File: config.mk
export PLATFORM = sky130hd
export DESIGN_NAME = coin_input_conditioner
export DESIGN_NICKNAME = d
export VERILOG_FILES = /design/src/rtl/coin_pkg.sv /design/src/rtl/coin_debounce_ch.sv /design/src/rtl/coin_input_conditioner.sv
export SDC_FILE = /design/constraint.sdc
export NUM_CORES = 1
export LEC_CHECK = 0
export BUFFER_PORTS_ARGS = -buffer_cell sky130_fd_sc_hd__buf_4
export CORE_MARGIN = 1.5
export CORE_UTILIZATION = 50
export DETAILED_ROUTE_END_ITERATION = 6
export HOLD_SLACK_MARGIN = 0.02
export PLACE_DENSITY_LB_ADDON = 0.15
export SYNTH_ARGS = -nofsm -noshare
export SYNTH_HDL_FRONTEND = slang
export SYNTH_SLANG_ARGS = --single-unit
File: constraint.sdc
create_clock -name clk -period 4.1 [get_ports clk]
set_clock_uncertainty 0.05 [all_clocks]
set_input_delay 0.205 -clock clk [delete_from_list [all_inputs] [get_ports clk]]
set_output_delay 0.205 -clock clk [all_outputs]
set_load 0.01 [all_outputs]
File: src/rtl/coin_pkg.sv
// Shared types and constants for the coin input front end.
// Channel indices, FSM states and a small counting helper.
package coin_pkg;

   typedef enum logic [1:0] {
      IDLE = 2'd0,
      EMIT = 2'd1,
      LOCK = 2'd2
   } coin_state_t;

   localparam int CH_B1  = 0;
   localparam int CH_B2  = 1;
   localparam int CH_B3  = 2;
   localparam int NUM_CH = 3;

   // Number of channels raising a press flag in the same cycle.
   function automatic logic [1:0] rise_count(
      input logic [NUM_CH-1:0] r
   );
      logic [1:0] n;
      n = 2'd0;
      for (int i = 0; i < NUM_CH; i++) begin
         n = n + {1'b0, r[i]};
      end
      return n;
   endfunction

endpackage

File: src/rtl/coin_debounce_ch.sv
// One coin channel: 2-flop synchroniser, debounce filter and
// a registered one-cycle flag on each accepted press.
module coin_debounce_ch #(
   parameter int DEBOUNCE_CYCLES = 4
) (
   input  logic clk,
   input  logic reset,
   input  logic raw,
   output logic rise
);

   localparam int CW = $clog2(DEBOUNCE_CYCLES + 1);
   localparam logic [CW-1:0] CNT_LAST = CW'(DEBOUNCE_CYCLES - 1);

   logic          s1;
   logic          s2;
   logic          stable;
   logic          stable_q;
   logic [CW-1:0] cnt;

   // Synchronise, filter and flag the 0->1 transition of the stable level.
   always_ff @(posedge clk) begin
      if (!reset) begin
         s1       <= 1'b0;
         s2       <= 1'b0;
         stable   <= 1'b0;
         stable_q <= 1'b0;
         cnt      <= '0;
         rise     <= 1'b0;
      end else begin
         s1       <= raw;
         s2       <= s1;
         stable_q <= stable;
         rise     <= stable & ~stable_q;
         if (s2 == stable) begin
            cnt <= '0;
         end else if (cnt == CNT_LAST) begin
            stable <= s2;
            cnt    <= '0;
         end else begin
            cnt <= cnt + CW'(1);
         end
      end
   end

endmodule

File: src/rtl/coin_input_conditioner.sv
// Coin button front end: three debounced channels feeding an arbiter
// that emits at most one clean coin pulse, then locks out briefly.
module coin_input_conditioner
   import coin_pkg::*;
#(
   parameter int DEBOUNCE_CYCLES = 4,
   parameter int LOCKOUT_CYCLES  = 2
) (
   input  logic clk,
   input  logic reset,
   input  logic B1,
   input  logic B2,
   input  logic B3,
   output logic B1_p,
   output logic B2_p,
   output logic B3_p,
   output logic coin_err,
   output logic coin_drop
);

   localparam int LW   = (LOCKOUT_CYCLES > 0) ? $clog2(LOCKOUT_CYCLES + 1) : 1;
   localparam int LCMP = (LOCKOUT_CYCLES > 0) ? LOCKOUT_CYCLES - 1 : 0;
   localparam logic [LW-1:0] LOCK_LAST = LW'(LCMP);

   logic [NUM_CH-1:0] raw;
   logic [NUM_CH-1:0] rise;
   logic [NUM_CH-1:0] b_p;
   logic [1:0]        nrise;
   coin_state_t       state;
   logic [LW-1:0]     lock_cnt;

   assign raw[CH_B1] = B1;
   assign raw[CH_B2] = B2;
   assign raw[CH_B3] = B3;

   for (genvar i = 0; i < NUM_CH; i++) begin : g_ch
      coin_debounce_ch #(
         .DEBOUNCE_CYCLES(DEBOUNCE_CYCLES)
      ) u_ch (
         .clk  (clk),
         .reset(reset),
         .raw  (raw[i]),
         .rise (rise[i])
      );
   end

   assign nrise = rise_count(rise);

   // Arbiter: accept a lone press in IDLE, flag collisions and late presses.
   always_ff @(posedge clk) begin
      if (!reset) begin
         state     <= IDLE;
         lock_cnt  <= '0;
         b_p       <= '0;
         coin_err  <= 1'b0;
         coin_drop <= 1'b0;
      end else begin
         b_p       <= '0;
         coin_err  <= 1'b0;
         coin_drop <= 1'b0;
         unique case (state)
            IDLE: begin
               if (nrise == 2'd1) begin
                  b_p   <= rise;
                  state <= EMIT;
               end else if (nrise > 2'd1) begin
                  coin_err <= 1'b1;
               end
            end
            EMIT: begin
               lock_cnt  <= '0;
               coin_drop <= |rise;
               state     <= (LOCKOUT_CYCLES == 0) ? IDLE : LOCK;
            end
            LOCK: begin
               coin_drop <= |rise;
               if (lock_cnt == LOCK_LAST) begin
                  lock_cnt <= '0;
                  state    <= IDLE;
               end else begin
                  lock_cnt <= lock_cnt + LW'(1);
               end
            end
            default: state <= IDLE;
         endcase
      end
   end

   assign B1_p = b_p[CH_B1];
   assign B2_p = b_p[CH_B2];
   assign B3_p = b_p[CH_B3];

endmodule

# Yosys cells after proc, flatten, opt, wreduce, memory -nomap -nowiden
# Index checks and enable logic that the tools add are counted.
[word_totals] ff_bits=33
[op_classes] muxes=6 n_reduce_logical=14 add_sub_neg=6 n_bitwise=11 n_eq_ne=12 magnitude_cmp=1
[ops] op="OR reduction 3 bit" n=5
[ops] op="AND reduction 2 bit" n=5
[ops] op="adder 3 x 1 -> 3 bit, second input constant" n=3
[ops] op="== test 3 x 2 -> 1 bit, second input constant" n=3
[ops] op="NOT 1 bit" n=8
[ops] op="== test 2 x 1 -> 1 bit, second input constant" n=3
[ops] op="2-to-1 mux 2 bit" n=3
[ops] op="case mux 2 bit (3 select lines)" n=1
[ops] op="inequality test 2 bit, second input constant" n=2
[ops] op="case mux 2 bit (2 select lines)" n=1
[ops] op="AND 1 bit" n=3
[ops] op="== test 1 bit" n=3
[ops] op="AND reduction 3 bit" n=1
[ops] op="adder 1 x 1 -> 2 bit" n=1
[ops] op="adder 2 x 1 -> 2 bit" n=1
[ops] op="adder 2 x 1 -> 2 bit, second input constant" n=1
[ops] op="== test 2 bit, second input constant" n=1
[ops] op="> comparator 2 x 1 -> 1 bit, second input constant" n=1
[ops] op="zero test 2 bit" n=1
[ops] op="nonzero test 2 bit" n=1
[ops] op="OR reduction 2 bit" n=1
[ops] op="2-to-1 mux 1 bit" n=1

# Depth between registers and ports, before layout
[logic_depth] word_depth=5 mapped_depth=5 mapped_depth_nobuf=5

# Cells and area by module
# From an unflattened synthesis, not the netlist that was laid out.
[hier_totals] hier_cells=102 area_unflattened_um2=1231.2
[by_module_without_submodules] module="coin_debounce_ch" instances=3 seq_area_each_um2=160.2 cells_per_inst=21 area_per_inst_um2=270.3
[by_module_without_submodules] module="coin_input_conditioner" instances=1 seq_area_each_um2=180.2 cells_per_inst=39 area_per_inst_um2=420.4

# Worst setup path after synthesis
# No wires, ideal clock.
[synth_path] path_type="register -> register" start="register g_ch[0].u_ch.rise" end="register state[0]" required_ps=3978 path_stages_with_launch=5 arrival_ps=1330 path_slack_ps=2648 path_buffers=0 path_cell_list="dfxtp_1 -> fa_1 -> nand2b_4 -> a22oi_4 -> mux2i_1"
[synth_between] elab_chain_cells=5
[synth_lines] item="start: declaration" line="coin_debounce_ch.sv:9" rtl="output logic rise"
[synth_lines] item="start signal: assignment" line="coin_debounce_ch.sv:34" rtl="rise <= stable & ~stable_q;"
[synth_lines] item="adder 1 x 1 -> 2 bit" line="coin_pkg.sv:23" rtl="n = n + {1'b0, r[i]};"
[synth_lines] item="adder 2 x 1 -> 2 bit" line="coin_pkg.sv:23"
[synth_lines] item="== test 2 x 1 -> 1 bit" line="coin_input_conditioner.sv:63" rtl="if (nrise == 2'd1) begin"
[synth_lines] item="inequality test 2 bit (no line)"
[synth_lines] item="AND reduction 2 bit (no line)"
[synth_lines] item="end signal: assignment" line="coin_input_conditioner.sv:73" rtl="state <= (LOCKOUT_CYCLES == 0) ? IDLE : LOCK;"
[synth_lines] item="end: declaration" line="coin_input_conditioner.sv:29" rtl="coin_state_t state;"
# Every way passes these cells.
# A chain may end at the register's enable or synchronous reset.

# Final worst setup path
[layout_path] start="register g_ch[0].u_ch.rise" end="register state[1]"
# The elaborated chain is that of the path after synthesis.

==> impl_metrics.json <==
{
  "io_buffers": 9,
  "layout_min_cycle_time_ps": 1540,
  "cts_sinks": 33,
  "synthesis.area_sq_um": 1210,
  "final_cell_mix": "33 x dfxtp_1, 13 x and2_1, 10 x nor2_1, 10 x ha_1",
  "postSynthCellCount": 109,
  "ys_seq_area_share_pct": 54.6,
  "yosysWarningCount": 0,
  "cp.required_ps": 4290,
  "critPathCaptureType": "register",
  "max_freq_mhz": 649,
  "synth.top_cells.by_area": "dfxtp_1 55%, ha_1 10%, and2_1 6.7%",
  "yosys_most_used_dff": "dfxtp_1",
  "drt_iter0_drc": 2,
  "root_buffer": "clkbuf_4",
  "row_count": 17,
  "drive_gt1_share_pct": 15.9,
  "peakVddDrop_mv": 0.317,
  "gp_congestion": 0.674,
  "crit_path_max_incr_delay_ps": 590,
  "routed_via_density": 4.68,
  "die_area_sq_um": 2720,
  "max_cap_violations": 0,
  "grt_pass1_wl_um": 2730,
  "overflow": 0,
  "crit_slowest_cell": "fa_1",
  "grt_max_degree": 25,
  "die_h_um": 52.2,
  "wl_um": 1510,
  "fin_setup_tns_ps": 0,
  "grt_usage_pct": 14.2,
  "final_hold_viol_count": 0,
  "nFillCells": 202,
  "synth_area_per_cell_sq_um": 11.1,
  "cts_tree": "yes",
  "dr.pass1.iters": 2,
  "die_w_um": 52.2,
  "leakage_nw": 0.594,
  "hp-class": "primary input to register",
  "clk_path_buf_depth": 2,
  "critical_path_class": "register to register",
  "area_delta_synth_final_pct": 13.7,
  "cts_buffers": 5,
  "core_area_sq_um": 2250,
  "powerDensity_nw_per_um2": 394,
  "ff_latch_area_sq_um": 661,
  "regToRegSetupSlack_ps": 2560,
  "routedWlPerCell_um": 9.82,
  "path_max_fanout": 3,
  "clkTransAtPathRegs_ps": 100,
  "cp_cell_sequence": "fa_1, nand2b_4, a22oi_4, mux2i_1",
  "drtAntennaViolNets": 0,
  "synth_top_area_share_pct": 54.6,
  "initial_core_util_pct": 53.7,
  "synth_area_leader_cell": "dfxtp_1",
  "nets": 141,
  "synth_cell_types": 19,
  "finalCritPeriodShare_pct": 37.6,
  "start_kind": "register",
  "synth_seq_cells": 33,
  "whs_ps": 36.1,
  "maxSlewHeadroom_pct": 89.1,
  "syn-num-nets": 125,
  "worstPathArrival_ps": 1730,
  "async_flop_share_pct": 0,
  "rsz0062_at_grt": "false",
  "antenna_found_initial": 0,
  "htreeDepth": 2,
  "ios": 10,
  "setup_violations": 0,
  "clk_latency_ps": 320,
  "n_antenna_cell": 0,
  "synth_edf_count": 0,
  "drc_errors": 0,
  "vias": 721,
  "layout_commonest_cell": "dfxtp_1",
  "tightest_slew_ps": 158,
  "slew_viol_final": 0,
  "multi_input_comb_area_sq_um": 503,
  "run_status": "complete, no violations",
  "grt_pass1_vias": 725,
  "dpl.hpwl_um": 1120
}
[cells by family after synthesis]
| logic type | synth area share (%) |
|---|---|
| simple gates | 19.4 |
| flops | 54.6 |
| buf+inv | 3.83 |
| fa+ha+maj | 12.0 |
| mux | 4.96 |
| compound gates | 3.00 |
| xor+xnor | 2.17 |
[routing by layer]
| layer | GRT usage [%] | vias to the layer above | wire (um) |
|---|---|---|---|
| met1 | 12.7 | 329 | 644 |
| met3 | 6.00 | 5 | 66 |
| li1 | - | 374 | - |
| met4 | 7.69 | 0 | 29 |
| met2 | 26.6 | 13 | 772 |
| met5 | 0 | - | 0 |
[critical path: cells and delay by family, from the launching register on]
family,cells,cell delay (ps)
adder cells (fa/ha/maj),1,590
AND/OR/NAND/NOR,1,70
AO/OA/AOI/OAI,1,200
multiplexers,1,200
flip-flops,1,350
[repair_timing]
item                                   4_1_cts  5_1_grt
setup buffers                                0        0
hold buffers                                 1        1
setup endpoints to repair                    0        0
endpoints found under the hold margin        1        1
gates resized for setup                      0        0
[synth_stat cells (2+ instances only)]
| master | n |
|---|---|
| nand3b_1 | 3 |
| and2_1 | 13 |
| nand2_1 | 6 |
| nor2_1 | 10 |
| dfxtp_1 | 33 |
| mux2i_1 | 6 |
| xor2_1 | 3 |
| ha_1 | 10 |
| nor2b_1 | 6 |
| inv_1 | 9 |
| nand2b_1 | 2 |
[sequential cells by signal, indices dropped and copies added (netlist names), 2 cells and up]
register / cells
b_p: 3
g_ch.u_ch.cnt: 9
g_ch.u_ch.rise: 3
g_ch.u_ch.s1: 3
g_ch.u_ch.s2: 3
g_ch.u_ch.stable: 3
g_ch.u_ch.stable_q: 3
lock_cnt: 2
state: 2
[final timing paths]
kind | from | cells after the start | endpoint
hold reg to reg | g_ch[0].u_ch.stable_q$_SDFF_PN0_ | 1 | g_ch[0].u_ch.rise$_SDFF_PN0_
setup / recovery | g_ch[0].u_ch.rise$_SDFF_PN0_ | 4 | state[1]$_SDFFE_PN0P_
setup reg to reg | g_ch[0].u_ch.rise$_SDFF_PN0_ | 4 | state[1]$_SDFFE_PN0P_
hold / removal | B2 | 2 | g_ch[1].u_ch.s1$_SDFF_PN0_
[layout make-up]
type / count / share of cell area [%]
Sequential cell: 33 / 48.0
Multi-Input combinational cell: 65 / 36.6
Timing Repair Buffer: 11 / 6.37
Clock buffer: 5 / 2.73
Tap cell: 28 / 2.55
Inverter: 9 / 2.46
Clock inverter: 3 / 1.27
[where the power goes]
part	switching, mW	total [mW]	internal (mW)
sequential	0.00385	0.331	0.327
combinational	0.0206	0.0427	0.0221
clock	0.104	0.168	0.0646
total	0.128	0.542	0.414
[stage by stage]
stage	instances	total power [mW]	setup WS, ps	util [%]	cell area [sq um]
floorplan	109	0.371	2650	-	1210
global placement	144	0.379	2630	57.7	1300
detailed placement	144	0.380	2570	57.7	1300
CTS	153	0.551	2540	60.5	1370
global route	154	0.571	2480	61.0	1380
finish	154	0.542	2560	61.0	1380
Power figures use the tool's default switching activity.
